--- src/rtl/ams_pwm_gen.sv ---
// Per-channel PWM / first-order sigma-delta pin driver for the RC-filtered PWM DAC.
// Duty, mode and the dither frame are latched at period boundaries so pin updates stay glitch-free.
module ams_pwm_gen #(
  parameter int DW   = 8,
  parameter int SL   = 16,
  parameter int DIVW = 16
) (
  input  logic               clk_i,
  input  logic               rst_i,
  input  logic [DW+SL-1:0]   cfg_i,
  input  logic [DIVW-1:0]    freq_div_i,
  input  logic               mode_i,
  output logic               pwm_o,
  output logic               period_o,
  output logic               frame_o
);

  localparam int              SIW       = (SL > 1) ? $clog2(SL) : 1;
  localparam logic [SIW-1:0]  SIDX_LAST = SIW'(SL - 1);
  localparam logic [DW-1:0]   PH_LAST   = '1;

  logic [DIVW-1:0] div_cnt;
  logic [DIVW-1:0] div_last;
  logic            tick;
  logic            bnd;
  logic [DW-1:0]   ph;
  logic [DW-1:0]   duty_r;
  logic [SL-1:0]   seq_r;
  logic            b_r;
  logic [SIW-1:0]  sidx;
  logic            mode_r;
  logic [DW-1:0]   acc;
  logic [DW:0]     thr;
  logic [DW:0]     sd_sum;
  logic            pwm_nxt;
  logic            frame_load;

  // A divider of 0 behaves as 1; ">=" lets a live decrease of the divider wrap at once.
  assign div_last   = (freq_div_i == '0) ? '0 : (freq_div_i - DIVW'(1));
  assign tick       = (div_cnt >= div_last);
  assign bnd        = tick && (ph == PH_LAST);
  assign frame_load = (sidx == SIDX_LAST);

  // Threshold is one bit wider so duty=max plus a dither bit yields a solid high.
  assign thr    = {1'b0, duty_r} + {{DW{1'b0}}, b_r};
  assign sd_sum = {1'b0, acc} + {1'b0, duty_r};

  always_comb begin
    pwm_nxt = pwm_o;
    if (!mode_r) begin
      pwm_nxt = ({1'b0, ph} < thr);
    end else if (tick) begin
      pwm_nxt = sd_sum[DW];
    end
  end

  always_ff @(posedge clk_i or posedge rst_i) begin
    if (rst_i) begin
      div_cnt <= '0;
      ph      <= '0;
    end else if (tick) begin
      div_cnt <= '0;
      ph      <= ph + DW'(1);
    end else begin
      div_cnt <= div_cnt + DIVW'(1);
    end
  end

  // Boundary latching: duty and mode every period, dither frame every SL periods (MSB first).
  always_ff @(posedge clk_i or posedge rst_i) begin
    if (rst_i) begin
      duty_r   <= '0;
      mode_r   <= 1'b0;
      seq_r    <= '0;
      b_r      <= 1'b0;
      sidx     <= SIDX_LAST;
      period_o <= 1'b0;
      frame_o  <= 1'b0;
    end else if (bnd) begin
      duty_r   <= cfg_i[DW+SL-1:SL];
      mode_r   <= mode_i;
      sidx     <= frame_load ? '0 : (sidx + SIW'(1));
      period_o <= 1'b1;
      frame_o  <= frame_load;
      if (frame_load) begin
        seq_r <= cfg_i[SL-1:0];
        b_r   <= cfg_i[SL-1];
      end else begin
        seq_r <= {seq_r[SL-2:0], 1'b0};
        b_r   <= seq_r[SL-2];
      end
    end else begin
      period_o <= 1'b0;
      frame_o  <= 1'b0;
    end
  end

  // The pin uses the pre-boundary registers in the boundary cycle itself.
  always_ff @(posedge clk_i or posedge rst_i) begin
    if (rst_i) begin
      acc   <= '0;
      pwm_o <= 1'b0;
    end else begin
      pwm_o <= pwm_nxt;
      if (bnd && (mode_i != mode_r)) begin
        acc <= '0;
      end else if (mode_r && tick) begin
        acc <= sd_sum[DW-1:0];
      end
    end
  end

endmodule

--- config.mk ---
export PLATFORM = sky130hd
export DESIGN_NAME = ams_pwm_gen
export DESIGN_NICKNAME = d
export VERILOG_FILES = /design/src/rtl/ams_pwm_gen.sv
export SDC_FILE = /design/constraint.sdc
export NUM_CORES = 1
export LEC_CHECK = 0
export ABC_CLOCK_PERIOD_IN_PS = 2700
export BUFFER_PORTS_ARGS = -buffer_cell sky130_fd_sc_hd__buf_4
export CORE_MARGIN = 2
export CORE_UTILIZATION = 35
export CTS_CLUSTER_SIZE = 8
export DETAILED_ROUTE_END_ITERATION = 8
export HOLD_SLACK_MARGIN = 0.03
export PLACE_DENSITY = 0.51
export SLEW_MARGIN = 20
export SYNTH_ARGS = -nofsm -noshare
export SYNTH_HDL_FRONTEND = slang
export SYNTH_SLANG_ARGS = --single-unit
--- constraint.sdc ---
create_clock -name clk_i -period 2.7 [get_ports clk_i]
set_input_delay 0.27 -clock clk_i [delete_from_list [all_inputs] [get_ports clk_i]]
set_output_delay 0.27 -clock clk_i [all_outputs]
set_load 0.02 [all_outputs]
; ---- After elaboration in Yosys (flattened, before gate mapping)
; Cells that the tools add are included.
[op_classes]
n_mux = 11
n_reduce_logical = 5
add_sub_neg = 6
div_mod_pow = 0
order_cmp = 2
n_eq_ne = 4
shift = 0
n_mul = 0
bitwise = 0
[op_table]
columns = op, count
row1 = 2-to-1 mux 16 bit, 2
row2 = "adder 16 x 1 -> 16 bit, second input constant", 1
row3 = >= comparator 16 bit, 1
row4 = zero test 16 bit, 1
row5 = 2-to-1 mux 8 bit, 2
row6 = "subtractor 16 x 1 -> 16 bit, second input constant", 1
row7 = 2-to-1 mux 15 bit, 1
row8 = adder 8 x 1 -> 9 bit, 1
row9 = adder 8 x 8 -> 9 bit, 1
row10 = < comparator 8 x 9 -> 1 bit, 1
row11 = "adder 8 x 1 -> 8 bit, second input constant", 1
row12 = "equality test 8 bit, second input constant", 1
row13 = 2-to-1 mux 1 bit, 5
row14 = "adder 4 x 1 -> 4 bit, second input constant", 1
row15 = "equality test 4 bit, second input constant", 1
row16 = 2-to-1 mux 4 bit, 1
row17 = logical AND 1 bit, 3
row18 = "inequality test 2 bit, second input constant", 1
row19 = nonzero test 2 bit, 1
row20 = inequality test 1 bit, 1
[word_totals]
memories = 0
inputBits = 43
latch_bits = 0
ram_bits = 0
romBits = 0
out_inout_bits = 3
elab_cells = 39
reg_bits = 64

; ---- Longest topological paths before layout
[depth]
word_depth = 6
depth_mapped = 16
ltp_nobuf = 14

; ---- Worst setup path after synthesis
; No wires, ideal clock.
[synth_path]
path_kind = in2reg
startpoint = in freq_div_i[9]
endpoint = reg ph[1]
slack_ns = -0.649
cell_stages = 11
n_path_buf = 1
t_arrival_ns = 3.224
t_required_ns = 2.575
setup_time_ns = 0.125
path_cell_list = or4_4 > or4b_4 > nand4bb_4 > and2_1 > ha_1 > nand2b_1 > a2111oi_0 > nand4b_1 > nand3_1 > clkbuf_1 > mux2_2
[synth_between]
elab_chain_len = 3
word_cells_on_any_way = 4
classes_between = add/sub: 1 / order compare: 1 / mux: 1 / reduce/logical: 1
[synth_lines]
columns = element, line
row1 = from (decl), 11  ; input logic [DIVW-1:0] freq_div_i,
row2 = subtractor 16 x 1 -> 16 bit / zero test 16 bit (equally long branches), 39  ; assign div_last = (freq_div_i == '0) ? '0 : (freq_div_i - DIVW'(1));
row3 = 2-to-1 mux 16 bit (*), 39
row4 = >= comparator 16 bit (*), 40  ; assign tick = (div_cnt >= div_last);
row5 = to (signal assigned), 63  ; ph <= ph + DW'(1);
row6 = to (decl), 26  ; logic [DW-1:0] ph;
; Mark *: on every way between the ends. The rest lies on a longest branch, timed or not.
; A chain may end at the register's enable or synchronous reset.

; ---- Worst setup path in the final report
[layout_path]
startpoint = in freq_div_i[6]
endpoint = reg acc[0]
[layout_between]
elab_chain_len = 6
word_cells_on_any_way = 9
classes_between = add/sub: 1 / order compare: 1 / mux: 2 / reduce/logical: 5
[layout_lines]
columns = element, line
row1 = subtractor 16 x 1 -> 16 bit / zero test 16 bit (equally long branches), 39
row2 = 2-to-1 mux 16 bit (*), 39
row3 = >= comparator 16 bit (*), 40
row4 = logical AND 1 bit, 41  ; assign bnd = tick && (ph == PH_LAST);
row5 = logical AND 1 bit, 105  ; if (bnd && (mode_i != mode_r)) begin
row6 = 2-to-1 mux 8 bit / nonzero test 2 bit (equally long branches), n/a
row7 = to (signal assigned), 108  ; acc <= sd_sum[DW-1:0];
row8 = to (decl), 32  ; logic [DW-1:0] acc;
; Marks and branches as above.

==> metrics.txt <==
part of the total power dissipated in sequential elements=42.6%; arrival time at the worst endpoint=3.50 ns; largest buffer count on any clock path=2; cell class contributing the biggest share of worst-path delay=simple AND/OR/NAND/NOR gates; maximum level of the CTS H-tree=3; share of layout cells above drive strength 1=32.6%; highest achievable clock rate=304 MHz; post-route DRC violation count=0; cell at the slowest stage of the critical path=or4_4; Final setup violation count=64; number of nets with antenna violations after detailed routing=0; Main synth FF type=dfrtp_1; Post-DP HPWL=6.44 mm; type of the tightest min-delay check=primary input to flop; flip-flop and latch count after synthesis=64; net count of the finished layout=583; share of synthesized flip-flops with an asynchronous set or reset=100%; critical register-to-register path endpoint=pwm_o; clock tree from TritonCTS=built; buffers plus inverters on the worst setup path=1; die boundary width=111 um; post-route clock skew=0.00864 ns; worst-case reg-to-reg path depth=9; worst slew pin tran=0.498 ns; first element of the critical path=freq_div_i[6]; Critical R2R Launch=duty_r[0]; CP peak stage delay=0.53 ns; via density per instance=4.87; multi-input gate area in the final layout=2490 sq um; instance count after placement with tap cells included=629; Place WS=-1.24 ns; crit path capture=acc[0]; total of warnings raised by yosys=0; total wire length after detailed routing=8.74 mm; final count of pins violating max slew=0; vias=3159; Num CTS Buffers=9; number of library cell types mapped by synthesis=54; TritonCTS sink count=64; Min Clock Period, post-route=3.28 ns; Chip Height=111 um; Ant. Diodes=0; ordered list of cells on the worst path=buf_6 > or4_4 > or4b_4 > nand4bb_4 > and2_4 > ha_4 > nand2b_4 > a2111oi_4 > nand4b_1 > nand3_2 > and3b_2 > a32o_1; total number of cells along the worst setup path=12; share of total power consumed by net switching=25.9%; Static Leakage=0.00271 uW; Int Pwr=1860 uW; global-route wire length before repair=15.4 mm; aggregate global routing overflow=0; antenna violations before repair=0; Core Rows=39; clock latency reported for the late side of the worst-skew pair=0.33 ns; number of synthesized flops with an enable pin=0; Max IR drop VDD=0.341 mV; mean post-synth cell area=9.82 sq um; CORE AREA=11300 sq um; Final Worst Setup Slack=-0.584 ns; overall track demand over capacity in global routing=15.3%; unrepaired setup endpoints after global routing=yes; CP Capture Type=flop; FF/Latch Area=1610 sq um; outcome=finished, violations left; die outline area=12400 sq um; part of the total power dissipated in the clock network=43.8%; failing checks=setup timing; Startpoint Class=primary input; non-filler instance count after layout=649; Final Hold Vio Count=0; fillcell total=1098; commonest non-fill, non-tap cells in the layout=83 x buf_4, 60 x dfrtp_1, 38 x nor2_1; total of max-cap violations=0; number of optimization iterations in the first detailed-route pass=4; cell at the root of the clock tree=clkbuf_16; fin crit share=122%; portion of the post-synthesis area used by sequential elements=39.9%; total standard cell area after synthesis=4030 sq um; count of boundary I/O pins=46; combinational share of power=13.6%; clock slew at the register clock pins of the worst setup and hold paths=0.06 ns; maximum number of pins on one net before global-route repair=65; Slew headroom=66.7%; setup TNS=-29.14 ns; layout overhead on the synthesized area=33.6%; most common cell after layout, fill and taps aside=buf_4; endpoint required time on the critical path=2.91 ns; Routed WL per cell=13.5 um; type of the worst setup path=primary input to flop; slack of the worst reg-to-reg path=0.39 ns; pwr dens=468 nW/um^2; vias in the first global route=3255; number of standard cells after synthesis=410; placer's final routability congestion estimate=0.796; PortBufs=45; switching power=652 uW; biggest fanout along the worst timing path=8; net count after synthesis=492; violation count after the first detailed-route iteration=98; initial cell density of the core=35.6%
[per-layer routing]
| layer | vias to the layer above | GRT usage (%) | part of all wire (%) |
|---|---|---|---|
| li1 | 1631 | - | - |
| met1 | 1486 | 19.7 | 48 |
| met2 | 35 | 25.3 | 48 |
| met3 | 7 | 4.54 | 2.8 |
| met4 | 0 | 3.54 | 1.1 |
| met5 | - | 0 | 0 |
[logic make-up after synthesis]
family,count (synthesis),share of synthesized area [%]
AOI/OAI and AO/OA,65,10.5
xor gates and xnor gates,45,9.79
adders and majority gates,39,12.3
buffers and inverters,27,2.83
DFF,64,39.9
muxes,28,7.33
and+or+nand+nor,142,17.4
[through the flow]
stage | total power [uW] | hold slack (ns) | utilization [%] | cell area, sq um
finish | 2520 | 0.174 | 47.5 | 5380
global route | 2660 | 0.154 | 47.5 | 5380
CTS | 2550 | 0.158 | 47.5 | 5380
detailed placement | 1400 | 0.378 | 43.8 | 4960
floorplan | 1250 | 0.422 | - | 4170
global placement | 1390 | 0.375 | 43.8 | 4960
[cell usage after synthesis (all sizes together), types with 2 or more instances]
cell / n / area share (%)
dfrtp: 60 / 37
nor2: 47 / 4.4
ha: 38 / 12
nand2: 37 / 3.4
a21oi: 25 / 3.1
xnor2: 24 / 5.2
xor2: 21 / 4.6
nand3: 17 / 2.1
mux2i: 16 / 4.0
inv: 14 / 1.3
mux2: 12 / 3.4
o21ai: 11 / 1.5
and3: 7 / 1.1
clkbuf: 7 / 0.65
buf: 6 / 0.87
nand4: 6 / 0.93
nor3: 6 / 0.75
a21o: 5 / 0.93
dfstp: 4 / 2.6
a22o: 3 / 0.65
a2bb2oi: 3 / 0.65
nand2b: 3 / 0.47
nor4: 3 / 0.47
a211oi: 2 / 0.37
a31oi: 2 / 0.31
a32o: 2 / 0.50
and2: 2 / 0.31
and4: 2 / 0.44
o21a: 2 / 0.37
o31ai: 2 / 0.37
[state kept, by name, indices dropped and copies added (netlist names), 4 cells and up]
signal   flops
acc          8
duty_r       8
div_cnt     16
ph           8
seq_r       15
sidx         4
[repair_timing]
action / 4_1_cts / 5_1_grt
pin swaps: 6 / 1
hold buffers: 1 / 0
gates resized for setup: 25 / 0
buffers inserted: 3 / 0
setup endpoints to repair: 64 / 64
endpoints found under the hold margin: 12 / 0
[layout make-up]
cell class                 count  area share (%)
multi-input combinational    319            46.3
sequential                    64            29.9
timing repair buffer          93            14.2
clock buffer                  12            4.77
tap                          143            3.33
inverter                      14           0.977
clock inverter                 4           0.535
[power by group through the flow]
stage | registers, uW | logic (uW) | clock network [uW]
floorplan | 1070 | 184 | 0
CTS | 1070 | 346 | 1130
global placement | 1090 | 302 | 0
detailed placement | 1090 | 310 | 0
finish | 1070 | 342 | 1100
global route | 1080 | 390 | 1190
[how the worst min path moves through the flow]
stage | slack, ns | endpoint | cells after the start | from
floorplan | 0.42 | duty_r[0] | 1 | cfg_i[16]
global placement | 0.38 | seq_r[12] | 3 | rst_i
detailed placement | 0.38 | div_cnt[13] | 3 | rst_i
CTS | 0.16 | duty_r[4] | 2 | cfg_i[20]
global route | 0.15 | duty_r[4] | 2 | cfg_i[20]
finish | 0.17 | duty_r[4] | 2 | cfg_i[20]
No activity file was read; power rests on OpenSTA's default activity.
